**config.mk**
```make
export PLATFORM = sky130hd
export DESIGN_NAME = cell_bin_bank_sched_flat
export DESIGN_NICKNAME = d
export VERILOG_FILES = /design/src/rtl/cell_bin_bank_sched_if.sv /design/src/rtl/cell_bin_bank_sched.sv /design/src/flat_wrapper.sv
export SDC_FILE = /design/constraint.sdc
export NUM_CORES = 1
export LEC_CHECK = 0
export CAP_MARGIN = 20
export CELL_PAD_IN_SITES_DETAIL_PLACEMENT = 0
export CELL_PAD_IN_SITES_GLOBAL_PLACEMENT = 1
export CORE_AREA = 3 3 184 186
export DETAILED_ROUTE_END_ITERATION = 16
export DIE_AREA = 0 0 187 189
export PLACE_DENSITY = 0.84
export SYNTH_ARGS = -nofsm -noshare
export SYNTH_HDL_FRONTEND = slang
export SYNTH_SLANG_ARGS = --single-unit
```
**constraint.sdc**
```tcl
create_clock -name aclk -period 5.33 [get_ports aclk]
set_input_delay 1.066 -clock aclk [delete_from_list [all_inputs] [get_ports aclk]]
set_output_delay 1.066 -clock aclk [all_outputs]
set_load 0.02 [all_outputs]
```
**src/rtl/cell_bin_bank_sched_if.sv**
```systemverilog
// rtl/cell_bin_bank_sched_if.sv - requester, bank B-port and frame status bundle for cell_bin_bank_sched
interface cell_bin_bank_sched_if #(
    parameter int ADDR_WIDTH      = 13,
    parameter int TOTAL_BIT_WIDTH = 35
);
    logic                                  frame_start;
    logic                                  hist_done;
    logic                                  norm_done;
    logic [3:0]                            hist_en;
    logic [3:0]                            hist_we;
    logic [3:0][ADDR_WIDTH-1:0]            hist_addr;
    logic [3:0][TOTAL_BIT_WIDTH-1:0]       hist_din;
    logic [3:0]                            norm_en;
    logic [3:0][ADDR_WIDTH-1:0]            norm_addr;
    logic [3:0]                            bport_en;
    logic [3:0]                            bport_we;
    logic [3:0][ADDR_WIDTH-1:0]            bport_addr;
    logic [3:0][TOTAL_BIT_WIDTH-1:0]       bport_din;
    logic                                  hist_grant;
    logic                                  norm_grant;
    logic                                  frame_busy;
    logic                                  frame_done;
    logic [15:0]                           conflict_cnt;

    modport master (
        output frame_start, hist_done, norm_done,
        output hist_en, hist_we, hist_addr, hist_din,
        output norm_en, norm_addr,
        input  bport_en, bport_we, bport_addr, bport_din,
        input  hist_grant, norm_grant, frame_busy, frame_done, conflict_cnt
    );

    modport slave (
        input  frame_start, hist_done, norm_done,
        input  hist_en, hist_we, hist_addr, hist_din,
        input  norm_en, norm_addr,
        output bport_en, bport_we, bport_addr, bport_din,
        output hist_grant, norm_grant, frame_busy, frame_done, conflict_cnt
    );
endinterface

```
**src/rtl/cell_bin_bank_sched.sv**
```systemverilog
// rtl/cell_bin_bank_sched.sv - frame scheduler (clear/accum/norm) owning the four cell-bin bank B ports
// Optional dropped-request counter enabled by BANK_CONFLICT_CNT_EN.
module cell_bin_bank_sched #(
    parameter int TOTAL_BIT_WIDTH = 35,
    parameter int ADDR_WIDTH      = 13,
    parameter int BANK_DEPTH      = 5202
) (
    input  logic                  aclk,
    input  logic                  arest_n,
    cell_bin_bank_sched_if.slave  bus
);
    typedef enum logic [1:0] {
        ST_IDLE  = 2'd0,
        ST_CLEAR = 2'd1,
        ST_ACCUM = 2'd2,
        ST_NORM  = 2'd3
    } state_t;

    localparam logic [ADDR_WIDTH-1:0] CLR_LAST = ADDR_WIDTH'(BANK_DEPTH - 1);
    localparam logic [ADDR_WIDTH-1:0] CLR_ONE  = ADDR_WIDTH'(1);

    state_t                              state_q;
    logic [ADDR_WIDTH-1:0]               clr_cnt_q;
    logic [3:0]                          en_q;
    logic [3:0]                          we_q;
    logic [3:0][ADDR_WIDTH-1:0]          addr_q;
    logic [3:0][TOTAL_BIT_WIDTH-1:0]     din_q;
    logic                                done_q;
    logic [ADDR_WIDTH-1:0]               clr_nxt;

    assign clr_nxt = clr_cnt_q + CLR_ONE;

    // Clear writes are issued one address ahead of clr_cnt so the first zero-write
    // appears the cycle right after frame_start and the phase lasts BANK_DEPTH cycles.
    always_ff @(posedge aclk or negedge arest_n) begin
        if (!arest_n) begin
            state_q   <= ST_IDLE;
            clr_cnt_q <= '0;
            en_q      <= '0;
            we_q      <= '0;
            addr_q    <= '0;
            din_q     <= '0;
            done_q    <= 1'b0;
        end else begin
            done_q <= 1'b0;
            en_q   <= '0;
            we_q   <= '0;
            case (state_q)
                ST_IDLE: begin
                    if (bus.frame_start) begin
                        state_q   <= ST_CLEAR;
                        clr_cnt_q <= '0;
                        en_q      <= '1;
                        we_q      <= '1;
                        addr_q    <= '0;
                        din_q     <= '0;
                    end
                end
                ST_CLEAR: begin
                    if (clr_cnt_q == CLR_LAST) begin
                        state_q   <= ST_ACCUM;
                        clr_cnt_q <= '0;
                    end else begin
                        clr_cnt_q <= clr_nxt;
                        en_q      <= '1;
                        we_q      <= '1;
                        for (int i = 0; i < 4; i++) addr_q[i] <= clr_nxt;
                        din_q     <= '0;
                    end
                end
                ST_ACCUM: begin
                    en_q   <= bus.hist_en;
                    we_q   <= bus.hist_we;
                    addr_q <= bus.hist_addr;
                    din_q  <= bus.hist_din;
                    if (bus.hist_done) state_q <= ST_NORM;
                end
                ST_NORM: begin
                    en_q   <= bus.norm_en;
                    addr_q <= bus.norm_addr;
                    din_q  <= '0;
                    if (bus.norm_done) begin
                        state_q <= ST_IDLE;
                        done_q  <= 1'b1;
                    end
                end
                default: state_q <= ST_IDLE;
            endcase
        end
    end

    assign bus.bport_en   = en_q;
    assign bus.bport_we   = we_q;
    assign bus.bport_addr = addr_q;
    assign bus.bport_din  = din_q;
    assign bus.hist_grant = (state_q == ST_ACCUM);
    assign bus.norm_grant = (state_q == ST_NORM);
    assign bus.frame_busy = (state_q != ST_IDLE);
    assign bus.frame_done = done_q;

`ifdef BANK_CONFLICT_CNT_EN
    logic        drop_evt;
    logic [15:0] conflict_q;

    assign drop_evt = ((state_q != ST_ACCUM) && (bus.hist_en != 4'd0)) ||
                      ((state_q != ST_NORM)  && (bus.norm_en != 4'd0));

    always_ff @(posedge aclk or negedge arest_n) begin
        if (!arest_n) begin
            conflict_q <= '0;
        end else if ((state_q == ST_IDLE) && bus.frame_start) begin
            conflict_q <= '0;
        end else if (drop_evt && (conflict_q != 16'hFFFF)) begin
            conflict_q <= conflict_q + 16'd1;
        end
    end

    assign bus.conflict_cnt = conflict_q;
`else
    assign bus.conflict_cnt = 16'd0;
`endif
endmodule

```
**src/flat_wrapper.sv**
```systemverilog
// flat-port wrapper written by rule: the top's interface ports become plain ports
module cell_bin_bank_sched_flat 
#(
    parameter int TOTAL_BIT_WIDTH = 35,
    parameter int ADDR_WIDTH      = 13,
    parameter int BANK_DEPTH      = 5202
)
  (aclk, arest_n, bus_frame_start, bus_hist_done, bus_norm_done, bus_hist_en, bus_hist_we, bus_hist_addr, bus_hist_din, bus_norm_en, bus_norm_addr, bus_bport_en, bus_bport_we, bus_bport_addr, bus_bport_din, bus_hist_grant, bus_norm_grant, bus_frame_busy, bus_frame_done, bus_conflict_cnt);
  cell_bin_bank_sched_if #(.ADDR_WIDTH(ADDR_WIDTH), .TOTAL_BIT_WIDTH(TOTAL_BIT_WIDTH)) bus_i ();
  input  logic aclk;
  input  logic arest_n;
  input wire logic [$bits(bus_i.frame_start)-1:0] bus_frame_start;
  input wire logic [$bits(bus_i.hist_done)-1:0] bus_hist_done;
  input wire logic [$bits(bus_i.norm_done)-1:0] bus_norm_done;
  input wire logic [$bits(bus_i.hist_en)-1:0] bus_hist_en;
  input wire logic [$bits(bus_i.hist_we)-1:0] bus_hist_we;
  input wire logic [$bits(bus_i.hist_addr)-1:0] bus_hist_addr;
  input wire logic [$bits(bus_i.hist_din)-1:0] bus_hist_din;
  input wire logic [$bits(bus_i.norm_en)-1:0] bus_norm_en;
  input wire logic [$bits(bus_i.norm_addr)-1:0] bus_norm_addr;
  output wire logic [$bits(bus_i.bport_en)-1:0] bus_bport_en;
  output wire logic [$bits(bus_i.bport_we)-1:0] bus_bport_we;
  output wire logic [$bits(bus_i.bport_addr)-1:0] bus_bport_addr;
  output wire logic [$bits(bus_i.bport_din)-1:0] bus_bport_din;
  output wire logic [$bits(bus_i.hist_grant)-1:0] bus_hist_grant;
  output wire logic [$bits(bus_i.norm_grant)-1:0] bus_norm_grant;
  output wire logic [$bits(bus_i.frame_busy)-1:0] bus_frame_busy;
  output wire logic [$bits(bus_i.frame_done)-1:0] bus_frame_done;
  output wire logic [$bits(bus_i.conflict_cnt)-1:0] bus_conflict_cnt;
  assign bus_i.frame_start = bus_frame_start;
  assign bus_i.hist_done = bus_hist_done;
  assign bus_i.norm_done = bus_norm_done;
  assign bus_i.hist_en = bus_hist_en;
  assign bus_i.hist_we = bus_hist_we;
  assign bus_i.hist_addr = bus_hist_addr;
  assign bus_i.hist_din = bus_hist_din;
  assign bus_i.norm_en = bus_norm_en;
  assign bus_i.norm_addr = bus_norm_addr;
  assign bus_bport_en = bus_i.bport_en;
  assign bus_bport_we = bus_i.bport_we;
  assign bus_bport_addr = bus_i.bport_addr;
  assign bus_bport_din = bus_i.bport_din;
  assign bus_hist_grant = bus_i.hist_grant;
  assign bus_norm_grant = bus_i.norm_grant;
  assign bus_frame_busy = bus_i.frame_busy;
  assign bus_frame_done = bus_i.frame_done;
  assign bus_conflict_cnt = bus_i.conflict_cnt;
  cell_bin_bank_sched #(.TOTAL_BIT_WIDTH(TOTAL_BIT_WIDTH), .ADDR_WIDTH(ADDR_WIDTH), .BANK_DEPTH(BANK_DEPTH)) u_core (.aclk(aclk), .arest_n(arest_n), .bus(bus_i));
endmodule
```
======== Word-level counts from Yosys, hierarchy flattened ========
Index checks and enable logic that the tools add are counted.
operators by class
  add/sub/neg operators ................... 1
  eq/ne operators ......................... 9
  multiplexer cells ....................... 20
  reduce and logical (&&, ||, !) cells .... 6
operator list
  cell                                                                      count
  140-bit one-hot mux with 4 select lines                                   1
  140-bit two-way mux                                                       2
  52-bit one-hot mux with 4 select lines                                    1
  52-bit two-way mux                                                        2
  13-bit two-way mux                                                        2
  13-bit one-hot mux with 2 select lines                                    1
  4-bit one-hot mux with 4 select lines                                     1
  13-bit by 1-bit adder with 13-bit output (second input constant)          1
  13-bit equality test (second input constant)                              1
  4-bit one-hot mux with 3 select lines                                     1
  2-bit two-way mux                                                         4
  4-bit two-way mux                                                         2
  2-bit inequality test (second input constant)                             4
  2-bit one-hot mux with 4 select lines                                     1
  2-bit equality test (second input constant)                               2
  2-bit AND reduction                                                       2
  4-bit AND reduction                                                       1
  2-bit nonzero test                                                        2
  2-bit by 1-bit equality test with 1-bit output (second input constant)    1
  2-bit logical NOT                                                         1
  1-bit two-way mux                                                         2
  2-bit by 1-bit inequality test with 1-bit output (second input constant)  1
storage, ports and cells
  register bits after elaboration ......... 216
  logic and storage cells ................. 49

======== Logic depth before layout (Yosys ltp) ========
Gate-level depths: netlist (run 1).
  depth after elaboration ................. 3
  depth in mapped cells ................... 9
  mapped depth without buffers ............ 6

======== Worst setup path before layout (run 1) ========
Ideal clock, no wire load.
  path type ............................... input port to flip-flop
  start point ............................. input bus_frame_start
  end point ............................... register u_core.addr_q, in the netlist u_core.bus.bport_addr[10]
  library setup time ...................... 0.123 ns
  arrival ................................. 2.039 ns
  setup slack ............................. 3.168 ns
  cell stages on the path ................. 6
  cell sequence ........................... nor2b_1 a41o_1 buf_4 buf_6 a221o_1 o221a_1
on the way
  cells in the longest elaborated chain, start to end .. 2
RTL lines
  element                                 RTL line                   RTL
  from (decl)                             flat_wrapper.sv:12         input wire logic [$bits(bus_i.frame_start)-1:0] bus_frame_start;
  2-bit inequality test (no source line)  n/a
  2-bit AND reduction (no source line)    n/a
  to (signal assigned)                    cell_bin_bank_sched.sv:74  addr_q <= bus.hist_addr;
  to (signal assigned)                    cell_bin_bank_sched.sv:80  addr_q <= bus.norm_addr;
  to (decl)                               cell_bin_bank_sched.sv:26  logic [3:0][ADDR_WIDTH-1:0] addr_q;
Every way passes these cells.
A chain may end at the register's enable or synchronous reset.

======== Worst setup path in the final report (run 1) ========
  start point ............................. register u_core.state_q[1]
  end point ............................... output bus_norm_grant
on the way
  cells in the longest elaborated chain, start to end .. 1
RTL lines
  element                 RTL line                   RTL
  from (decl)             cell_bin_bank_sched.sv:22  state_t state_q;
  from (signal assigned)  cell_bin_bank_sched.sv:37  state_q <= ST_IDLE;
  from (signal assigned)  cell_bin_bank_sched.sv:51  state_q <= ST_CLEAR;
  from (signal assigned)  cell_bin_bank_sched.sv:61  state_q <= ST_ACCUM;
  2-bit equality test     cell_bin_bank_sched.sv:97  assign bus.norm_grant = (state_q == ST_NORM);
  to (decl)               flat_wrapper.sv:26         output wire logic [$bits(bus_i.norm_grant)-1:0] bus_norm_grant;
Every way passes these cells.

==> results of run 1 <==
worst min-delay path by stage:
| stage | startpoint | end | slack (ps) | depth (start not counted) |
|---|---|---|---|---|
| final | u_core.bus.bport_din[24] | u_core.bus.bport_din[24] | 460 | 2 |
| after global routing | u_core.bus.bport_din[17] | u_core.bus.bport_din[17] | 480 | 2 |
| after CTS | u_core.bus.bport_din[24] | u_core.bus.bport_din[24] | 470 | 2 |
| after detailed placement | u_core.bus.bport_din[24] | u_core.bus.bport_din[24] | 450 | 2 |
| after global placement | u_core.bus.bport_din[20] | u_core.bus.bport_din[20] | 450 | 2 |
| after floorplan | u_core.clr_cnt_q[12] | u_core.clr_cnt_q[12] | 490 | 1 |
layout by cell type, fill, tap and decap left out, types with 4 or more instances in the layout:
| cell type | netlist | routed |
|---|---|---|
| clkdlybuf4s50_1 | 0 | 463 |
| nand2_1 | 312 | 312 |
| dfrtp_1 | 216 | 216 |
| nand3_1 | 143 | 143 |
| nor2_1 | 31 | 31 |
| clkbuf_16 | 0 | 27 |
| a22oi_1 | 23 | 23 |
| a211oi_1 | 22 | 22 |
| o21ai_0 | 20 | 20 |
| a221oi_1 | 20 | 20 |
| conb_1 | 1 | 16 |
| a21oi_1 | 13 | 13 |
| a221o_1 | 12 | 12 |
| o221a_1 | 12 | 12 |
| a21o_1 | 10 | 10 |
| buf_4 | 25 | 10 |
| inv_1 | 8 | 8 |
| a22o_1 | 8 | 8 |
| o31ai_1 | 7 | 7 |
| nor3_1 | 6 | 6 |
| ha_1 | 8 | 6 |
| clkbuf_8 | 0 | 5 |
| clkbuf_1 | 29 | 5 |
| o21a_1 | 4 | 4 |
| clkinv_2 | 0 | 4 |
power by group through the flow:
stage                     clock network, mW  registers (mW)  logic, mW
after CTS                              1.78            1.64      0.245
after detailed placement                  0            1.67      0.244
final                                  1.72            1.64      0.242
after global placement                    0            1.67      0.243
after global routing                   1.85            1.64      0.259
after floorplan                           0            1.67     0.0198
worst max-delay path, delay by kind of cell (launching register included):
| kind | cells | cell delay [ps] |
|---|---|---|
| buf+inv | 2 | 1250 |
| flops | 1 | 450 |
| fa+ha+maj | 1 | 200 |
per-stage QoR:
step / util / area (sq um) / instances / worst slack (ps) / hold slack (ps)
finish: 0.4754 / 15430 / 1900 / 1816 / 461.3
detailed placement: 0.4499 / 14600 / 1856 / 1817 / 454.8
floorplan: - / 9762 / 1034 / 3168 / 487.1
global placement: 0.4499 / 14600 / 1856 / 1864 / 447.6
CTS: 0.4752 / 15420 / 1899 / 1751 / 467.2
global route: 0.4754 / 15430 / 1900 / 1669 / 484.4
registers in the layout, summed over array words and instances (netlist names):
| name | count |
|---|---|
| u_core.bus.bport_din | 140 |
| u_core.bus.bport_addr | 52 |
| u_core.clr_cnt_q | 13 |
| u_core.bus.bport_en | 4 |
| u_core.bus.bport_we | 4 |
| u_core.state_q | 2 |
| u_core.bus.frame_done | 1 |
cell usage after synthesis, drive strengths merged:
cell type | n | area (sq um)
nand2 | 312 | 1171
dfrtp | 216 | 5405
nand3 | 145 | 743.2
buf | 68 | 426.7
nor2 | 32 | 122.6
clkbuf | 29 | 108.9
a22oi | 23 | 172.7
a211oi | 22 | 165.2
o21ai | 21 | 105.1
a221oi | 20 | 175.2
a21oi | 15 | 90.09
a221o | 12 | 120.1
o221a | 12 | 135.1
a21o | 10 | 75.07
a22o | 8 | 70.07
ha | 8 | 100.1
inv | 8 | 30.03
o31ai | 7 | 52.55
nor3 | 6 | 30.03
nand4 | 5 | 43.79
a21boi | 4 | 30.02
o21a | 4 | 30.03
a311oi | 3 | 26.28
nand2b | 3 | 18.77
xnor2 | 3 | 26.28
and2 | 2 | 12.51
mux2i | 2 | 20.02
nor2b | 2 | 12.51
nor4b | 2 | 47.55
o22ai | 2 | 12.51
or4 | 2 | 22.52
a211o | 1 | 8.760
a41o | 1 | 10.01
a41oi | 1 | 16.27
and4b | 1 | 13.76
conb | 1 | 3.750
mux2 | 1 | 11.26
nand3b | 1 | 7.510
nor4 | 1 | 6.260
o31a | 1 | 8.760
o32ai | 1 | 8.760
xor2 | 1 | 8.760
metal layers:
metal,vias up,GRT usage,routed length (microns)
met1,4446,0.2429,14400
met4,0,0.04594,749
met2,370,0.3222,17310
li1,4348,-,-
met5,-,0,0
met3,46,0.04721,2502
layout make-up:
class / count / share of cell area
flip-flops and latches: 216 / 0.3503
repair buffers: 478 / 0.3104
multi-input cells: 713 / 0.2482
clock buffers: 37 / 0.04947
well taps: 442 / 0.03584
clock inverters: 6 / 0.003812
inverters: 8 / 0.001946
cell families after synthesis:
family | Yosys count | synth area share
AO/OA/AOI/OAI | 168 | 0.1352
XOR/XNOR | 4 | 0.003610
adder cells (fa/ha/maj) | 8 | 0.01031
buffers and inverters | 105 | 0.05827
flip-flops | 216 | 0.5569
multiplexers | 3 | 0.003223
other | 1 | 0.0003864
AND/OR/NAND/NOR | 514 | 0.2320
==> reports/metrics.sh, run 1 <==
AREA_GROWTH_PCT=58.97
MULTI_INPUT_AREA_SQ_UM=3829
TRITONCTS_CLOCK_TREE='yes'
SYNTH_AREA_SQ_UM=9706
DIE_H_MICRONS=189
PEAKVDDDROP_mV=0.1935
INITIAL_UTIL=0.2991
FINAL.PERIOD_UTILIZATION=0.6593
TOTAL_INSERTED_ANTENNA_CELLS=0
RELSLEWSLACK=0.2912
SETUP_CRIT_PATH_KIND='flip-flop to primary output'
LAYOUT.NETS=1712
SWITCHINGPOWER_mW=0.7636
CP-STARTPOINT='u_core.state_q[1]'
CTS.REPAIR_TIMING.SETUP_BUFFER_COUNT=0
SYNTH-SEQ-CELLS=216
POST_SYNTH_NUM_CELL_TYPES=53
CRITPATHARRIVALTIME_PS=2450
RRSETUPSLACK_PS=2470
VIAS=9210
MIN-DELAY-PATH-CLASS='flip-flop to flip-flop'
TIMING_WORST_SLEW_PIN_VALUE_PS=1063
QUANTITY_OF_HOLD_FIXING_BUFFERS_ADDED_AFTER_CTS=0
FINAL_MAX_SLEW_VIOL_COUNT=0
CTS-BUFFERS-INSERTED=26
HOLD_VIOL_FINAL=0
CRITPATHSLOWESTCELL='clkdlybuf4s50_1'
PATH_MAX_FANOUT=59
DIE-WIDTH_MICRONS=187
SETUP.WORST_PATH.START_CLASS='flip-flop'
CELLINTERNALPOWER_mW=2.840
CTS.SINKS=216
FRACTION_OF_FINAL_LAYOUT_CELLS_WITH_DRIVE_STRENGTH_GREATER_THAN_1=0.04733
OUTCOME='finished clean'
YS_SEQ_AREA_FRAC=0.5569
H-TREE-DEPTH=1
SYN-MEAN-INSTANCE-AREA_SQ_UM=9.525
CTS_MAX_PATH_BUFFERS=3
CRIT_PATH_END_KIND='primary output'
P_LEAK_nW=6.976
IO_PINS=481
FMAXACHIEVABLE_MHz=284.6
PWR_DENSITY_CELL_nW_PER_UM2=233.6
GRT_PASS1_WL_MICRONS=53900
FINALSETUPVIOLATIONS=0
CLK_NETWORK_PWR_SHARE=0.478
REMAINING_DRC_ERRORS=0
GLOBALROUTE.TOTALOVERFLOW=0
RSZ0062_AT_GRT='no'
DETAIL_ROUTE.ITER0.VIOLATIONS=512
CLOCK_SLEW_SEEN_BY_THE_REGISTERS_OF_THE_WORST_SETUP_AND_HOLD_PATHS_PS=60
ROW_COUNT=66
PLACE.DETAILED.HPWL_MICRONS=24810
POWER_SWITCHING_SHARE=0.2119
CPPEAKSTAGEDELAY_PS=730
FIRST_GLOBAL_VIAS=9020
DETAIL-ROUTE-ANTENNA-NETS=0
CORE_AREA_SQ_UM=32450
PWR-SHARE-COMB=0.067
NETLIST_INSTANCES=1019
REGAREA_SQ_UM=5405
FINAL.SETUP.TNS_PS=0
CP-ENDPOINT='bus_norm_grant'
CLOCK_INSERTION_DELAY_WORST_SKEW_PS=520
PATH_CELLS='ha_2, buf_4, clkdlybuf4s50_1'
POWER.TOTAL_mW=3.604
CP_DATA_REQUIRED_TIME_PS=4260
REGTOREGSTARTPOINT='u_core.state_q[1]'
FINAL.MIN_CLOCK_PERIOD_PS=3514
SEQ_POWER_SHARE=0.455
GRT_ANTENNA_BEFORE_REPAIR=0
FP.DIEAREA_SQ_UM=35340
FILLERS=3046
TIMING.REG2REG.WORST_PATH_DEPTH=6
POST_CTS_RESIZED=0
R2R_END='u_core.bus.bport_addr[32]'
PLACE_CONGESTION=0.8055
YOSYSWARNINGCOUNT=0
WIRELENGTH_MICRONS=34960
VIA_TO_CELL_RATIO=4.847
SKEW_PS=11.67
GRT_START_MAX_NET_PINS=102
GRT.TOTAL_USAGE=0.1891
WL_PER_CELL_MICRONS=18.40
DRT_PRE_ANTENNA_ITERS=5
MAX-CAP-VIOLATIONS=0
CELL_AT_THE_ROOT_OF_THE_CLOCK_TREE='clkbuf_16'
IO_BUFFER_COUNT=464
Note: power is estimated with default switching activity, not from simulation.
==> run 2: changes to the inputs <==
- CORE_AREA: 3 3 184 186 -> unset
- CORE_MARGIN: unset -> 3
- CORE_UTILIZATION: unset -> 29
- DIE_AREA: 0 0 187 189 -> unset
- PLACE_DENSITY: 0.84 -> 0.82
- clock period: 5.33 -> 3.3 ns (I/O delays scaled with it)
==> run 2 against run 1 <==
Compared with the run above:
- design area grew 0.80%
- via count grew 0.43%
- first-iteration DRC count grew 3.3%
- wire length grew 4.5%
- worst setup slack lost 1300 ps
- utilization shrank 0.10 points
- critical endpoint unchanged
- highest routed layer unchanged
==> reports/metrics.sh, run 2 (synthesis gave the netlist of run 1 again) <==
CP_DATA_REQUIRED_TIME_PS=2640  # -1620 ps
POST_LAYOUT_NONFILLER_INSTANCES=1912  # +0.63%
FINAL_COMMON_CELL='clkdlybuf4s50_1'
CLOCK_INSERTION_DELAY_WORST_SKEW_PS=530  # about the same
POWER.TOTAL_mW=5.880  # +63%
ROW_COUNT=66  # unchanged
GRT_PASS1_WL_MICRONS=55550  # +3.1%
DP_SLACK_PS=617.4  # -1199 ps
FINAL.PERIOD_UTILIZATION=0.8580
FINALSETUPVIOLATIONS=0  # unchanged
P_LEAK_nW=7.032  # +0.81%
HOLD_VIOL_FINAL=0  # unchanged
WIRELENGTH_MICRONS=36520  # +4.5%
DRT_PRE_ANTENNA_ITERS=4  # -1
LARGEST_REGISTER_FFS=140  # unchanged
TIMING.REG2REG.WORST_PATH_DEPTH=7  # +1
DIE_H_MICRONS=188.9  # about the same
MIN-DELAY-PATH-CLASS='input port to async pin'
PATH_MAX_FANOUT=11  # -81%
PWR_DENSITY_CELL_nW_PER_UM2=378.1  # +62%
FMAXACHIEVABLE_MHz=353.2
VIAS=9250  # +0.43%
POST_CTS_RESIZED=0  # unchanged
DETAIL_ROUTE.ITER0.VIOLATIONS=529  # +3.3%
CORE_AREA_SQ_UM=32780  # +1.0%
PLACE.DETAILED.HPWL_MICRONS=26710  # +7.7%
H-TREE-DEPTH=1  # unchanged
DPL.CELL_COUNT=1864  # +0.43%
FINAL.SETUP.TNS_PS=0  # unchanged
CRIT_PATH_END_KIND='primary output'
TRITONCTS_CLOCK_TREE='yes'
INITIAL_UTIL=0.2960  # -0.003013
MOSTFREQUENTLAYOUTCELLS='clkdlybuf4s50_1 (463), nand2_1 (312), dfrtp_1 (216), nand3_1 (143), nor2_1 (31)'
FRACTION_OF_FINAL_LAYOUT_CELLS_WITH_DRIVE_STRENGTH_GREATER_THAN_1=0.05245  # +0.005127
OUTCOME='finished clean'
PLACE_CONGESTION=0.8215  # +2.0%
TIMING_WORST_SLEW_PIN_VALUE_PS=787.0  # -276.1 ps
GRT_ANTENNA_BEFORE_REPAIR=2  # +2
RSZ0062_AT_GRT='no'
WL_PER_CELL_MICRONS=19.10  # +3.8%
IO_PINS=481  # unchanged
CLOCK_SLEW_SEEN_BY_THE_REGISTERS_OF_THE_WORST_SETUP_AND_HOLD_PATHS_PS=60  # about the same
SETUP.WORST_PATH.START_CLASS='flip-flop'
FP.DIEAREA_SQ_UM=35700  # +1.0%
CRITPATHARRIVALTIME_PS=2170  # -280 ps
SETUP_SLACK_PS=468.7  # -1347 ps
CTS_MAX_PATH_BUFFERS=3  # unchanged
DIE-WIDTH_MICRONS=188.9  # +1.0%
FINAL.MIN_CLOCK_PERIOD_PS=2831
FINAL_MAX_SLEW_VIOL_COUNT=0  # unchanged
LAYOUT.NETS=1718  # +0.35%
GRT.TOTAL_USAGE=0.1953  # +0.006166
CELL_AT_THE_ROOT_OF_THE_CLOCK_TREE='clkbuf_16'
QUANTITY_OF_HOLD_FIXING_BUFFERS_ADDED_AFTER_CTS=0  # unchanged
CTS.REPAIR_TIMING.SETUP_BUFFER_COUNT=0  # unchanged
SKEW_PS=11.84  # +0.1687 ps
MAX-CAP-VIOLATIONS=0  # unchanged
DETAIL-ROUTE-ANTENNA-NETS=0  # unchanged
RELSLEWSLACK=0.4753  # +0.1841
CTS-BUFFERS-INSERTED=25  # -3.8%
GLOBALROUTE.TOTALOVERFLOW=0  # unchanged
IO_BUFFER_COUNT=464  # unchanged
PEAKVDDDROP_mV=0.3456  # +79%
VIA_TO_CELL_RATIO=4.838  # -0.20%
FIRST_GLOBAL_VIAS=9253  # +2.6%
CTS.SINKS=216  # unchanged
REMAINING_DRC_ERRORS=0  # unchanged
GRT_START_MAX_NET_PINS=105  # +2.9%
SETUP_CRIT_PATH_KIND='flip-flop to primary output'
AREA_GROWTH_PCT=60.23
run 2: cell count changes in the layout (fill, tap and decap cells not counted):
cell and delta:
buf_12 +4, buf_2 -1, buf_4 +4, bufinv_16 +1, clkbuf_1 +2, clkbuf_16 -2, clkbuf_8 +1, clkinv_2 -1
clkinv_4 -1, clkinvlp_4 +1, diode_2 +2, inv_6 +2
run 2: path summary, 6_finish.rpt:
path | startpoint | end | slack [ps]
setup / recovery | u_core.state_q[1] | bus_norm_grant | 470
hold / removal | arest_n | u_core.bus.bport_din[42] | 110
setup reg to reg | u_core.state_q[0] | u_core.bus.bport_addr[0] | 840
hold reg to reg | u_core.bus.bport_din[17] | u_core.bus.bport_din[17] | 460
max in group asynchronous | arest_n | u_core.bus.bport_addr[4] | 2390
min in group aclk | u_core.bus.bport_din[17] | u_core.bus.bport_din[17] | 460
run 2: power by group:
part           switching, mW  leakage [nW]  internal [mW]
logic                  0.124          3.78          0.275
clock network           1.14         0.409           1.69
registers                  0          2.85           2.65
run 2: through the flow:
| step | instance area (sq um) | hold WS, ps | utilization |
|---|---|---|---|
| after global placement | 14710 | 447.7 | 0.4487 |
| final | 15550 | 106.0 | 0.4744 |
| after CTS | 15550 | 114.2 | 0.4742 |
| after global routing | 15550 | 136.1 | 0.4744 |
| after detailed placement | 14710 | 454.8 | 0.4487 |
| after floorplan | 9762 | 364.4 | - |
run 2: routing by layer:
metal	vias up	share of wire	global-route usage
li1	4351	-	-
met1	4490	0.41	0.2517
met2	352	0.49	0.3281
met3	57	0.067	0.04370
met4	0	0.035	0.06044
met5	-	0	0
run 2: final cells by class:
class                      instances  area [sq um]
fill                            3118         17230
sequential                       216          5405
timing repair buffer             485          4895
multi-input combinational        713          3829
clock buffer                      38         734.5
tap                              442         553.0
clock inverter                     8         100.1
inverter                           8         30.03
antenna                            2         5.005
run 2: worst max-delay path, stage by stage, from the launching register on:
cell and delay, ps:
dfrtp_1 450, ha_2 510, clkdlybuf4s50_1 690
